[src/rtl/alu_pkg.sv]
// Shared ALU issue definitions: opcodes, instruction class codes, field positions, decoded control bundle.
// Pure declarations, no logic; imported by the decoder and its sub-modules.
package alu_pkg;

    localparam int CLASS_HI = 31;
    localparam int CLASS_LO = 26;
    localparam int RD_HI    = 25;
    localparam int RD_LO    = 21;
    localparam int RS_HI    = 20;
    localparam int RS_LO    = 16;
    localparam int RT_HI    = 15;
    localparam int RT_LO    = 11;
    localparam int FUNC_HI  = 3;
    localparam int FUNC_LO  = 0;
    localparam int IMM_HI   = 15;
    localparam int IMM_LO   = 0;

    localparam logic [3:0] OP_ADD     = 4'b0000;
    localparam logic [3:0] OP_SUB     = 4'b0001;
    localparam logic [3:0] OP_AND     = 4'b0010;
    localparam logic [3:0] OP_OR      = 4'b0011;
    localparam logic [3:0] OP_XOR     = 4'b0100;
    localparam logic [3:0] OP_NOR     = 4'b0101;
    localparam logic [3:0] OP_SLL     = 4'b0110;
    localparam logic [3:0] OP_SRL     = 4'b0111;
    localparam logic [3:0] OP_SRA     = 4'b1000;
    localparam logic [3:0] OP_ROL     = 4'b1001;
    localparam logic [3:0] OP_ROR     = 4'b1010;
    localparam logic [3:0] OP_SLTU    = 4'b1011;
    localparam logic [3:0] OP_SLT     = 4'b1100;
    localparam logic [3:0] OP_MUL     = 4'b1101;
    localparam logic [3:0] OP_LUI     = 4'b1110;
    localparam logic [3:0] OP_HAMMING = 4'b1111;

    localparam logic [5:0] CLS_RTYPE = 6'd0;
    localparam logic [5:0] CLS_ADDI  = 6'd1;
    localparam logic [5:0] CLS_SUBI  = 6'd2;
    localparam logic [5:0] CLS_ANDI  = 6'd3;
    localparam logic [5:0] CLS_ORI   = 6'd4;
    localparam logic [5:0] CLS_XORI  = 6'd5;
    localparam logic [5:0] CLS_SLTI  = 6'd6;
    localparam logic [5:0] CLS_LUI   = 6'd7;

    // Immediate travels beside this struct so its width can follow XLEN.
    typedef struct packed {
        logic [3:0] alu_op;
        logic [4:0] rd;
        logic [4:0] rs;
        logic [4:0] rt;
        logic       use_imm;
        logic       wr_en;
        logic       illegal;
    } ctrl_t;

endpackage

[src/rtl/alu_issue_decoder_skid_buffer.sv]
// Generic 2-entry valid/ready skid buffer (main + skid register) for a W-bit payload.
// Latency: 1 cycle accept to out_valid; full throughput with out_ready held high.
// Backpressure: second word parks in skid, registered in_ready drops until skid drains.
module skid_buffer #(
    parameter int W = 8
) (
    input  logic         clk,
    input  logic         rst_n,
    input  logic         in_valid,
    output logic         in_ready,
    input  logic [W-1:0] in_data,
    output logic         out_valid,
    input  logic         out_ready,
    output logic [W-1:0] out_data
);

    typedef enum logic [1:0] {EMPTY, MAIN, SKID} state_t;

    state_t       state, state_nxt;
    logic [W-1:0] main_q, skid_q;
    logic         accept;
    logic         load_main, load_skid, main_from_skid;

    assign accept    = in_valid && in_ready;
    assign out_valid = (state != EMPTY);
    assign out_data  = main_q;

    always_comb begin
        state_nxt      = state;
        load_main      = 1'b0;
        load_skid      = 1'b0;
        main_from_skid = 1'b0;
        case (state)
            EMPTY: begin
                if (accept) begin
                    state_nxt = MAIN;
                    load_main = 1'b1;
                end
            end
            MAIN: begin
                if (accept && out_ready) begin
                    load_main = 1'b1;
                end else if (accept) begin
                    state_nxt = SKID;
                    load_skid = 1'b1;
                end else if (out_ready) begin
                    state_nxt = EMPTY;
                end
            end
            SKID: begin
                if (out_ready) begin
                    state_nxt      = MAIN;
                    main_from_skid = 1'b1;
                end
            end
            default: state_nxt = EMPTY;
        endcase
    end

    always_ff @(posedge clk or negedge rst_n) begin
        if (!rst_n) begin
            state    <= EMPTY;
            in_ready <= 1'b1;
        end else begin
            state    <= state_nxt;
            in_ready <= (state_nxt != SKID);
        end
    end

    always_ff @(posedge clk or negedge rst_n) begin
        if (!rst_n) begin
            main_q <= '0;
            skid_q <= '0;
        end else begin
            if (main_from_skid) main_q <= skid_q;
            else if (load_main) main_q <= in_data;
            if (load_skid) skid_q <= in_data;
        end
    end

endmodule

[src/rtl/alu_issue_decoder.sv]
// Decode/issue stage: 32-bit instruction -> registered ALU opcode, register indices, immediate, controls.
// Latency: 1 cycle accept to out_valid; streams 1 word/cycle while out_ready is high.
// Backpressure: 2-entry skid buffer; illegal-word counter enabled by ALU_ISSUE_ILLEGAL_CNT_EN.
module alu_issue_decoder
    import alu_pkg::*;
#(
    parameter int XLEN  = 32
`ifdef ALU_ISSUE_ILLEGAL_CNT_EN
    ,
    parameter int CNT_W = 16
`endif
) (
    input  logic            clk,
    input  logic            rst_n,
    input  logic            in_valid,
    output logic            in_ready,
    input  logic [31:0]     in_instr,
    output logic            out_valid,
    input  logic            out_ready,
    output logic [3:0]      out_alu_op,
    output logic [4:0]      out_rd,
    output logic [4:0]      out_rs,
    output logic [4:0]      out_rt,
    output logic [XLEN-1:0] out_imm,
    output logic            out_use_imm,
    output logic            out_wr_en,
    output logic            out_illegal
`ifdef ALU_ISSUE_ILLEGAL_CNT_EN
    ,
    output logic [CNT_W-1:0] illegal_cnt
`endif
);

    localparam int PW = $bits(ctrl_t) + XLEN;

    ctrl_t            dec_ctrl, out_ctrl;
    logic [XLEN-1:0]  dec_imm;
    logic [5:0]       cls;
    logic [15:0]      imm16;
    logic [XLEN-1:0]  imm_sext, imm_zext;
    logic             i_type;

    assign cls      = in_instr[CLASS_HI:CLASS_LO];
    assign imm16    = in_instr[IMM_HI:IMM_LO];
    assign imm_sext = {{(XLEN-16){imm16[15]}}, imm16};
    assign imm_zext = {{(XLEN-16){1'b0}}, imm16};
    assign i_type   = (cls >= CLS_ADDI) && (cls <= CLS_LUI);

    always_comb begin
        dec_ctrl    = '0;
        dec_imm     = '0;
        dec_ctrl.rd = in_instr[RD_HI:RD_LO];
        dec_ctrl.rs = in_instr[RS_HI:RS_LO];
        dec_ctrl.rt = in_instr[RT_HI:RT_LO];
        case (cls)
            CLS_RTYPE: dec_ctrl.alu_op = in_instr[FUNC_HI:FUNC_LO];
            CLS_ADDI:  begin dec_ctrl.alu_op = OP_ADD; dec_imm = imm_sext; end
            CLS_SUBI:  begin dec_ctrl.alu_op = OP_SUB; dec_imm = imm_sext; end
            CLS_ANDI:  begin dec_ctrl.alu_op = OP_AND; dec_imm = imm_zext; end
            CLS_ORI:   begin dec_ctrl.alu_op = OP_OR;  dec_imm = imm_zext; end
            CLS_XORI:  begin dec_ctrl.alu_op = OP_XOR; dec_imm = imm_zext; end
            CLS_SLTI:  begin dec_ctrl.alu_op = OP_SLT; dec_imm = imm_sext; end
            // The ALU does the upper shift, so LUI carries the raw zero-extended field.
            CLS_LUI:   begin dec_ctrl.alu_op = OP_LUI; dec_imm = imm_zext; end
            default:   dec_ctrl.illegal = 1'b1;
        endcase
        if (i_type) begin
            dec_ctrl.use_imm = 1'b1;
            dec_ctrl.rt      = '0;
        end
        dec_ctrl.wr_en = !dec_ctrl.illegal && (dec_ctrl.rd != 5'd0);
    end

    logic [PW-1:0] out_payload;

    skid_buffer #(.W(PW)) u_skid (
        .clk       (clk),
        .rst_n     (rst_n),
        .in_valid  (in_valid),
        .in_ready  (in_ready),
        .in_data   ({dec_ctrl, dec_imm}),
        .out_valid (out_valid),
        .out_ready (out_ready),
        .out_data  (out_payload)
    );

    assign {out_ctrl, out_imm} = out_payload;
    assign out_alu_op  = out_ctrl.alu_op;
    assign out_rd      = out_ctrl.rd;
    assign out_rs      = out_ctrl.rs;
    assign out_rt      = out_ctrl.rt;
    assign out_use_imm = out_ctrl.use_imm;
    assign out_wr_en   = out_ctrl.wr_en;
    assign out_illegal = out_ctrl.illegal;

`ifdef ALU_ISSUE_ILLEGAL_CNT_EN
    always_ff @(posedge clk or negedge rst_n) begin
        if (!rst_n) begin
            illegal_cnt <= '0;
        end else if (in_valid && in_ready && dec_ctrl.illegal && (illegal_cnt != {CNT_W{1'b1}})) begin
            illegal_cnt <= illegal_cnt + 1'b1;
        end
    end
`endif

endmodule

[config.mk]
export PLATFORM = sky130hd
export DESIGN_NAME = alu_issue_decoder
export DESIGN_NICKNAME = d
export VERILOG_FILES = /design/src/rtl/alu_pkg.sv /design/src/rtl/alu_issue_decoder_skid_buffer.sv /design/src/rtl/alu_issue_decoder.sv
export SDC_FILE = /design/constraint.sdc
export NUM_CORES = 1
export LEC_CHECK = 0
export ABC_AREA = 1
export BUFFER_PORTS_ARGS = -buffer_cell sky130_fd_sc_hd__buf_2
export CORE_MARGIN = 2
export CORE_UTILIZATION = 35
export CTS_BUF_LIST = sky130_fd_sc_hd__clkbuf_16
export DETAILED_ROUTE_END_ITERATION = 10
export HOLD_SLACK_MARGIN = 0.08
export MAX_ROUTING_LAYER = met4
export PLACE_DENSITY = 0.64
export SLEW_MARGIN = 0
export SYNTH_ARGS = -nofsm -noshare
export SYNTH_HDL_FRONTEND = slang
export SYNTH_SLANG_ARGS = --single-unit
[constraint.sdc]
create_clock -name clk -period 1.7 [get_ports clk]
set_input_delay 0.255 -clock clk [delete_from_list [all_inputs] [get_ports clk]]
set_output_delay 0.255 -clock clk [all_outputs]
set_load 0.01 [all_outputs]
==> results of run 1 <==
==> report_power, final <==
| group | switching [mW] | internal (mW) | total, mW | leakage [nW] |
|---|---|---|---|---|
| clock network | 0.794 | 1.44 | 2.23 | 0.168 |
| logic | 1.33 | 0.830 | 2.16 | 1.43 |
| registers | 0.396 | 2.62 | 3.02 | 1.04 |
==> registers in the layout (all words and copies together), names as in the netlist <==
register	cells
u_skid.in_ready	1
u_skid.out_data	39
u_skid.skid_q	39
u_skid.state	2
==> cells in the final DEF (no fill, tap or decap), drive strengths merged <==
cell type and instances:
a21oi 2, a31oi 1, buf 104, bufinv 3
clkbuf 9, clkinv 2, dfrtp 80, dfstp 1
dlygate4sd3 1, inv 37, nand2 155, nand3 14
nand3b 1, nand4 4, nor2 80, o211ai 1
o21ai 33, o22ai 14, o31ai 12, or2 1
xnor2 1
==> metrics by stage <==
| step | cells | setup WS, ns |
|---|---|---|
| after global routing | 696 | 0.0881 |
| after floorplan | 474 | 0.294 |
| after detailed placement | 679 | 0.113 |
| after CTS | 696 | 0.0867 |
| after global placement | 679 | 0.171 |
| final | 696 | 0.191 |
==> critical path, delay by kind of cell, from the launching register on <==
kind	cells	cell delay (ns)
AND/OR/NAND/NOR	5	0.56
buffers and inverters	1	0.25
AO/OA/AOI/OAI	1	0.10
flip-flops	1	0.52
==> final cells by class <==
| cell class | instances | area, µm² | share of cell area, % |
|---|---|---|---|
| timing repair buffer | 105 | 591 | 12.5 |
| multi-input combinational | 319 | 1450 | 30.7 |
| tap | 140 | 175 | 3.71 |
| clock buffer | 9 | 225 | 4.77 |
| sequential | 81 | 2030 | 43.0 |
| clock inverter | 7 | 116 | 2.47 |
| inverter | 35 | 134 | 2.84 |
==> per-layer routing <==
metal / track usage (%) / vias to the layer above / part of all wire, % / routed length [µm]
li1: - / 1638 / - / -
met1: 22.6 / 1516 / 45 / 4180
met2: 26.8 / 83 / 48 / 4500
met3: 3.83 / 13 / 5.1 / 477
met4: 4.95 / 0 / 1.3 / 121
met5: - / - / 0 / 0
==> kinds of logic (layout without fill, tap and decap cells) <==
logic type | after synthesis | count (layout) | share of synthesized area, %
xor+xnor | 1 | 1 | 0.227
flops | 81 | 81 | 52.5
compound gates | 63 | 63 | 10.4
simple gates | 255 | 255 | 26.9
buf+inv | 74 | 156 | 10.0
==> path summary, 6_finish.rpt <==
kind,start,cells past startpoint,endpoint,slack [ns]
max,u_skid.in_ready$_DFF_PN1_,7,u_skid.out_data[34]$_DFFE_PN0P_,0.19
max in group asynchronous,rst_n,3,u_skid.skid_q[49]$_DFFE_PN0P_,0.77
min reg2reg,u_skid.out_data[36]$_DFFE_PN0P_,2,u_skid.out_data[36]$_DFFE_PN0P_,0.47
min,in_instr[16],3,u_skid.skid_q[40]$_DFFE_PN0P_,0.13
max reg2reg,u_skid.in_ready$_DFF_PN1_,7,u_skid.out_data[34]$_DFFE_PN0P_,0.19
min in group asynchronous,rst_n,2,u_skid.skid_q[1]$_DFFE_PN0P_,0.39
==> cell usage after synthesis, types with 5 or more instances <==
library cell,n,share of area (%)
o31ai_1,5,0.97
nor2_1,77,7.5
o31ai_2,7,2.3
nand3_1,14,1.8
inv_1,31,3.0
o22ai_1,14,2.3
dfrtp_1,80,52
nand2_1,149,14
o21ai_1,5,0.65
buf_2,15,1.9
o21ai_0,28,3.6
buf_4,20,3.9
==> repair_timing <==
action                                  in CTS  in global routing
endpoints found under the setup margin       0                  7
resized for setup                            0                  2
hold endpoints to repair                    23                  0
hold buffers                                 1                  0
buffers inserted                             0                  0
==> results.txt, run 1 <==
Final Wtd Congestion - 0.783
Synth-to-layout area growth - 22.1%
Critical path class - reg2reg
Filler cells - 1,068
Status - finished clean
Max FO, Critical Path - 18
DIE WIDTH - 109 µm
Max Root-Sink Buffers - 2
Critical-path top delay cell - dfstp_2
Vias - 3,250
Tightest Pin Transition - 0.391 ns
Ant. Diodes - 0
Worst path required time - 1.96 ns
Initial DRC count - 256
Clock Pin Slew Worst Setup and Hold Paths - 0.06 ns
Post-synth EDFFs - 0
Synth cell types - 27
Total wire length - 9280 µm
Pwr per Cell Area - 1570 nW/µm²
Critical-path cell list - nand2_1 -> nor2_2 -> nand2_4 -> nand2_4 -> buf_4 -> o22ai_1 -> nor2_1
Std cell rows - 38
Max-Cap Viols - 0
Worst VDD drop - 0.701 mV
#FFs+latches synth - 81
Syn avg cell area - 8.15 µm²
Setup Viol. Count Final - 0
Critical Path Sink Type - flip-flop
Num CTS Buffers - 9
Starting density of the core - 35.8%
Average wire per standard cell - 13.3 µm
YS warnings - 0
Layout cells sized above 1 - 25.2%
Total gr overflow - 0
Initial antenna violation count - 0
WP data arrival - 1.76 ns
TritonCTS clock tree - yes
Post-Synthesis Cells - 474
Net Count, Synth - 510
Clk sinks - 81
Die area - 11,900 µm²
Vias in the first global route - 3,171
Port Buffers - 91
Hpwl dp - 6460 µm
# H-tree levels - 3
Final Hold Fails - 0
Core ar. - 10,800 µm²
Largest stage delay, worst path - 0.52 ns
Leak - 2.64 nW
Post-route cell area - 4720 µm²
Final Power - 7.41 mW
Post-synth ARST share - 100%
Slew Viols, Final - 0
Fin Hold WS - 0.127 ns
Setup_tns - 0 ns
RSZ-0062 raised after global routing - no
Crit path time final - 1.51 ns
Hold Crit Class - in2reg
Netlist Area Pre-Place - 3860 µm²
GRT Overall Usage - 17.2%
Headroom to the max-slew limit - 74.0%
CTS Root Cell - clkbuf_16
Clk Latency, worst-skew pair - 0.33 ns
First-pass GRT wire length - 15,500 µm
Top FF cell, synth - dfrtp_1
Largest net degree at the start of global routing - 57
# DRC - 0
Die height - 109 µm
Via density - 4.67
Final core occ - 43.7%
Crit start category - flip-flop
Sequential area share after synthesis - 52.5%
Final nets - 587
DRT antenna net count - 0
DP Area - 4360 µm²
Max Fclk - 663 MHz
Post-Route Skew - 0.00595 ns
DRT Pass-1 Iters - 4
Most common cell on crit path - nand2_4
Num ports - 92
Fin crit share - 88.8%
Note: power is estimated with default switching activity, not from simulation.
==> run 2: changes to the inputs <==
--- a/config.mk
+++ b/config.mk
@@ -8,12 +8,12 @@
 export ABC_AREA = 1
 export BUFFER_PORTS_ARGS = -buffer_cell sky130_fd_sc_hd__buf_2
 export CORE_MARGIN = 2
-export CORE_UTILIZATION = 35
+export CORE_UTILIZATION = 54
 export CTS_BUF_LIST = sky130_fd_sc_hd__clkbuf_16
 export DETAILED_ROUTE_END_ITERATION = 10
 export HOLD_SLACK_MARGIN = 0.08
 export MAX_ROUTING_LAYER = met4
-export PLACE_DENSITY = 0.64
+export PLACE_DENSITY = 0.88
 export SLEW_MARGIN = 0
 export SYNTH_ARGS = -nofsm -noshare
 export SYNTH_HDL_FRONTEND = slang
==> constraint.sdc (replaced) <==
create_clock -name clk -period 1.5 [get_ports clk]
set_input_delay 0.225 -clock clk [delete_from_list [all_inputs] [get_ports clk]]
set_output_delay 0.225 -clock clk [all_outputs]
set_load 0.01 [all_outputs]
==> run 2 against run 1 <==
  * Register-to-register slack got worse by 0.16 ns
  * Largest cell class unchanged
  * Via count increased by 5.3%
  * Design area up 0.90%
==> results.txt, run 2 (synthesized netlist as in run 1, its figures left out) <==
Status - finished clean (unchanged)
Layout cells sized above 1 - 26.4% (was 25.2%)
Crit start category - flip-flop (unchanged)
TritonCTS clock tree - yes (unchanged)
Num ports - 92 (unchanged)
WP data arrival - 1.74 ns (was 1.76 ns)
Via density - 5.22 (was 4.67)
Total wire length - 8950 µm (was 9280 µm)
Critical path class - reg2reg (unchanged)
Clk Latency, worst-skew pair - 0.34 ns (was 0.33 ns)
Max Fclk - 681 MHz (was 663 MHz)
Most common cell after layout, fill and taps aside - nand2_1 (unchanged)
Fin crit share - 97.9% (was 88.8%)
Final Worst Setup Slack - 0.0319 ns (was 0.191 ns)
Initial antenna violation count - 0 (unchanged)
Core ar. - 6870 µm² (was 10,800 µm²)
Leak - 2.68 nW (was 2.64 nW)
Slew Viols, Final - 0 (unchanged)
Non-Filler Instances - 656 (was 696)
Max Root-Sink Buffers - 2 (unchanged)
Vias in the first global route - 2,989 (was 3,171)
Final nets - 591 (was 587)
Crit path time final - 1.47 ns (was 1.51 ns)
Pre-CTS WS - 0.0409 ns (was 0.113 ns)
# DRC - 0 (unchanged)
Max-Cap Viols - 0 (unchanged)
Final core occ - 69.3% (was 43.7%)
Hold Crit Class - in2reg (unchanged)
Headroom to the max-slew limit - 75.2% (was 74.0%)
Placed cell count - 636 (was 679)
Starting density of the core - 56.2% (was 35.8%)
DIE WIDTH - 88.6 µm (was 109 µm)
Final Wtd Congestion - 0.855 (was 0.783)
First-pass GRT wire length - 14,100 µm (was 15,500 µm)
Synth-to-layout area growth - 23.2% (was 22.1%)
Critical Path Sink Type - flip-flop (unchanged)
Max FO, Critical Path - 10 (was 18)
# H-tree levels - 3 (unchanged)
Worst path required time - 1.77 ns (was 1.96 ns)
Average wire per standard cell - 13.6 µm (was 13.3 µm)
Die area - 7850 µm² (was 11,900 µm²)
Worst VDD drop - 0.942 mV (was 0.701 mV)
GRT Overall Usage - 24.1% (was 17.2%)
Total gr overflow - 0 (unchanged)
Std cell rows - 30 (was 38)
Clock Pin Slew Worst Setup and Hold Paths - 0.06 ns (about the same)
Pwr per Cell Area - 1770 nW/µm² (was 1570 nW/µm²)
Commonest cells after routing, fill and taps aside - nand2_1 (148), buf_2 (90), dfrtp_1 (80), nor2_1 (75), inv_1 (31) (was nand2_1 (149), buf_2 (90), dfrtp_1 (80), nor2_1 (77), inv_1 (31))
Hpwl dp - 5900 µm (was 6460 µm)
Tightest Pin Transition - 0.371 ns (was 0.391 ns)
CTS Root Cell - clkbuf_16 (unchanged)
DRT antenna net count - 0 (unchanged)
Num CTS Buffers - 9 (unchanged)
Ant. Diodes - 0 (unchanged)
Setup Viol. Count Final - 0 (unchanged)
Final Power - 8.44 mW (was 7.41 mW)
Final Hold Fails - 0 (unchanged)
Die height - 88.6 µm (was 109 µm)
DRT Pass-1 Iters - 7 (was 4)
Largest net degree at the start of global routing - 53 (was 57)
Vias - 3,422 (was 3,250)
Clk sinks - 81 (unchanged)
Port Buffers - 91 (unchanged)
Post-Route Skew - 0.00578 ns (was 0.00595 ns)
Initial DRC count - 308 (was 256)
==> run 2: cell types whose count changed in the layout (fill, tap and decap cells not counted) <==
cell	delta
buf_12	+3
buf_4	-2
buf_6	+1
bufinv_16	-1
clkbuf_16	+2
clkinv_1	-1
clkinv_4	+2
inv_2	+1
inv_6	-1
nand2_1	-1
nand2_2	+1
nor2_1	-2
nor2_2	+1
nor2_4	+1
==> run 2: worst paths after layout <==
kind / slack [ns] / from / cells after the start / end
min: 0.1 / in_instr[20] / 3 / u_skid.skid_q[44]$_DFFE_PN0P_
max in group asynchronous: 0.82 / rst_n / 3 / u_skid.skid_q[37]$_DFFE_PN0P_
max: 0.03 / u_skid.in_ready$_DFF_PN1_ / 9 / u_skid.out_data[39]$_DFFE_PN0P_
min in group asynchronous: 0.22 / rst_n / 2 / u_skid.skid_q[43]$_DFFE_PN0P_
min reg2reg: 0.47 / u_skid.out_data[6]$_DFFE_PN0P_ / 2 / u_skid.out_data[6]$_DFFE_PN0P_
max reg2reg: 0.03 / u_skid.in_ready$_DFF_PN1_ / 9 / u_skid.out_data[39]$_DFFE_PN0P_
==> run 2: worst max-delay path: stages (launching register included) <==
cell	delay, ns
dfstp_2	0.55
nand2_2	0.08
nor2_4	0.15
nand2_4	0.09
nand2_4	0.09
inv_4	0.06
clkbuf_16	0.17
nor2_1	0.10
nand2_1	0.06
nand2_1	0.06
==> run 2: where the power goes <==
part / internal (mW) / switching [mW] / leakage (nW)
combinational: 1.11 / 1.56 / 1.48
sequential: 2.97 / 0.447 / 1.04
clock: 1.46 / 0.889 / 0.161
total: 5.54 / 2.90 / 2.68
==> run 2: repair_timing <==
action,4_1_cts,5_1_grt
setup endpoints to repair,0,40
hold endpoints to repair,81,0
resized for setup,0,7
hold buffers,1,0
setup buffers,0,1
==> run 2: cell type report <==
cell class,count,area [µm²]
clock inverters,7,95.1
repair buffers,109,697
clock buffers,9,225
inverters,35,134
well taps,96,120
flip-flops and latches,81,2030
fillers,551,2110
multi-input cells,319,1460
==> run 2: per-stage QoR <==
stage | setup TNS, ns | area [µm²] | hold WS (ns)
6_report | 0 | 4760 | 0.0984
5_1_grt | -0.0439 | 4760 | 0.110
4_1_cts | 0 | 4680 | 0.0978
3_5_place_dp | 0 | 4350 | 0.0334
3_3_place_gp | 0 | 4350 | 0.0305
2_1_floorplan | 0 | 3860 | -0.0706
==> run 2: routing by layer <==
layer	global-route usage, %	up-vias	routed length (µm)
met2	34.7	139	4240
met3	4.76	16	608
li1	-	1643	-
met1	33.4	1624	3920
met4	10.7	0	178
met5	-	-	0
==> run 3: changes to the inputs <==
--- a/config.mk
+++ b/config.mk
@@ -11,9 +11,10 @@
 export CORE_UTILIZATION = 54
 export CTS_BUF_LIST = sky130_fd_sc_hd__clkbuf_16
 export DETAILED_ROUTE_END_ITERATION = 10
+export GPL_TIMING_DRIVEN = 0
 export HOLD_SLACK_MARGIN = 0.08
 export MAX_ROUTING_LAYER = met4
-export PLACE_DENSITY = 0.88
+export PLACE_DENSITY = 0.85
 export SLEW_MARGIN = 0
 export SYNTH_ARGS = -nofsm -noshare
 export SYNTH_HDL_FRONTEND = slang
==> run 3 against run 2 <==
  * The run now ends with negative setup slack left
  * Clock power fell by 17%
  * Clock skew barely moved
  * First-iteration DRC count rose by 15%
  * Largest cell class unchanged
  * Total power fell by 2.1%
  * Utilization rose by 2.3 points
  * Critical path depth fell by 2
  * Fmax fell by 2.7%
  * Critical path type unchanged
  * Die area did not move
  * Register-to-register slack got worse by 0.04 ns
==> results.txt, run 3 (synthesized netlist as in run 1, its figures left out) <==
CTS Root Cell - clkbuf_16 (unchanged)
Total gr overflow - 0 (unchanged)
WP data arrival - 1.72 ns (was 1.74 ns)
Max FO, Critical Path - 10 (unchanged)
Fin crit share - 101% (was 97.9%)
Clk sinks - 81 (unchanged)
Status - finished, violations left (was finished clean)
Clock Pin Slew Worst Setup and Hold Paths - 0.06 ns (about the same)
Average wire per standard cell - 15.0 µm (was 13.6 µm)
Worst VDD drop - 1.26 mV (was 0.942 mV)
Clock Power Share - 23.7% (was 27.8%)
Final Wtd Congestion - 0.919 (was 0.855)
R2R depth - 7 (was 9)
Via density - 5.36 (was 5.22)
Port Buffers - 91 (unchanged)
Failing checks - negative setup slack
Layout cells sized above 1 - 31.2% (was 26.4%)
Ant. Diodes - 0 (unchanged)
Largest stage delay, worst path - 0.54 ns (was 0.55 ns)
Headroom to the max-slew limit - 67.3% (was 75.2%)
Fin Hold WS - 0.106 ns (was 0.0984 ns)
Crit start category - flip-flop (unchanged)
Pint - 5.25 mW (was 5.54 mW)
RSZ-0062 raised after global routing - yes
DRT Pass-1 Iters - 7 (unchanged)
Crit path launch - u_skid.in_ready$_DFF_PN1_ (unchanged)
Leak - 2.77 nW (was 2.68 nW)
Total wire length - 10,300 µm (was 8950 µm)
Synth-to-layout area growth - 27.3% (was 23.2%)
Worst R2R Start - u_skid.in_ready$_DFF_PN1_ (unchanged)
DIE WIDTH - 88.6 µm (unchanged)
Hold Crit Depth - 3 (unchanged)
Critical-path cell list - nand2_2 -> nor2_4 -> nand2_2 -> buf_6 -> buf_4 -> nand2_1 -> o31ai_4 (was nand2_2 -> nor2_4 -> nand2_4 -> nand2_4 -> inv_4 -> clkbuf_16 -> nor2_1 -> nand2_1 -> nand2_1)
Worst path required time - 1.72 ns (was 1.77 ns)
DP Area - 4470 µm² (was 4350 µm²)
Family with the most delay on the worst path - flip-flops (was simple AND/OR/NAND/NOR gates)
# DRC - 0 (unchanged)
Vias - 3,676 (was 3,422)
Initial antenna violation count - 0 (unchanged)
Vias in the first global route - 3,404 (was 2,989)
Initial DRC count - 353 (was 308)
Largest net degree at the start of global routing - 48 (was 53)
Setup_tns - -0.00929 ns (was 0 ns)
Die area - 7850 µm² (unchanged)
Tightest Pin Transition - 0.491 ns (was 0.371 ns)
Critical-path top delay cell - dfstp_2 (unchanged)
Max Root-Sink Buffers - 2 (unchanged)
Num CTS Buffers - 9 (unchanged)
Most common cell after layout, fill and taps aside - nand2_1 (unchanged)
Placed cell count - 662 (was 636)
Starting density of the core - 56.2% (unchanged)
Post-route cell area - 4920 µm² (was 4760 µm²)
Num ports - 92 (unchanged)
Die height - 88.6 µm (unchanged)
Max Fclk - 663 MHz (was 681 MHz)
Seq pwr share - 41.6% (was 40.5%)
Pwr per Cell Area - 1680 nW/µm² (was 1770 nW/µm²)
Final Worst Setup Slack - -0.00929 ns (was 0.0319 ns)
Crit path time final - 1.51 ns (was 1.47 ns)
First-pass GRT wire length - 15,900 µm (was 14,100 µm)
Hpwl dp - 6860 µm (was 5900 µm)
Buf/Inv on CP - 2 (unchanged)
Critical path class - reg2reg (unchanged)
Hold Crit Class - in2reg (unchanged)
Gate power share - 34.7% (was 31.6%)
Sw power - 3.01 mW (was 2.90 mW)
Core ar. - 6870 µm² (unchanged)
Final Power - 8.26 mW (was 8.44 mW)
Slew Viols, Final - 0 (unchanged)
Most common cell on crit path - nand2_2
Hold Startpoint - in_instr[17] (was in_instr[20])
Critical Path Sink Type - flip-flop (unchanged)
Std cell rows - 30 (unchanged)
DRT antenna net count - 0 (unchanged)
# H-tree levels - 3 (unchanged)
Clk Latency, worst-skew pair - 0.33 ns (was 0.34 ns)
TritonCTS clock tree - yes (unchanged)
GRT Overall Usage - 27.7% (was 24.1%)
Sw Ratio - 36.4% (was 34.3%)
WP depth - 7 (was 9)
Non-Filler Instances - 686 (was 656)
Final Hold Fails - 0 (unchanged)
Final nets - 621 (was 591)
Setup Viol. Count Final - 1 (was 0)
Max-Cap Viols - 0 (unchanged)
Final core occ - 71.6% (was 69.3%)
Post-Route Skew - 0.00624 ns (was 0.00578 ns)
Commonest cells after routing, fill and taps aside - nand2_1 (148), buf_2 (95), dfrtp_1 (79), nor2_1 (68), inv_1 (32) (was nand2_1 (148), buf_2 (90), dfrtp_1 (80), nor2_1 (75), inv_1 (31))
Pre-CTS WS - -0.0962 ns (was 0.0409 ns)
==> run 3: cell types whose count changed in the layout (fill, tap and decap cells not counted), sizes merged <==
cell	change
clkinvlp	+3
bufinv	-2
clkbuf	+2
inv	-1
buf	+28
==> run 3: worst register-to-register path: stages, from the launching register on <==
cell and delay, ns:
dfstp_2 0.54, nand2_2 0.07, nor2_4 0.13, nand2_2 0.08, buf_6 0.16, buf_4 0.18, nand2_1 0.14, o31ai_4 0.09
==> run 3: cell type report <==
class	instances	area, µm²
sequential	81	2030
fill	516	1950
multi-input combinational	319	1520
timing repair buffer	100	548
buffer	39	304
clock buffer	9	225
inverter	35	131
tap	96	120
clock inverter	7	38.8
==> run 3: final timing paths <==
check,to,slack (ns)
min reg2reg,u_skid.out_data[3]$_DFFE_PN0P_,0.47
min in group asynchronous,u_skid.out_data[42]$_DFFE_PN0P_,0.39
max reg2reg,u_skid.skid_q[10]$_DFFE_PN0P_,-0.009
min,u_skid.skid_q[41]$_DFFE_PN0P_,0.11
max,u_skid.skid_q[10]$_DFFE_PN0P_,-0.009
max in group asynchronous,u_skid.in_ready$_DFF_PN1_,0.47
==> run 3: metal layers <==
layer	vias up	share of wire (%)	GRT usage [%]
met3	36	7.9	3.92
met2	219	47	41.1
met5	-	0	-
met1	1712	42	37.3
met4	0	3.2	14.0
li1	1709	-	-
==> run 3: timing repair <==
item	CTS	global route
pin swaps	3	2
hold buffers	1	0
setup buffers	5	2
resized for setup	8	34
endpoints found under the setup margin	72	71
hold endpoints to repair	34	0
==> run 3: power by group through the flow <==
stage                     sequential [mW]  combinational, mW  clock, mW
after floorplan                      3.58               1.42          0
after global placement               3.39               2.49          0
final                                3.44               2.87       1.96
after detailed placement             3.45               2.59          0
after global routing                 3.52               3.19       2.09
after CTS                            3.43               2.70       1.96
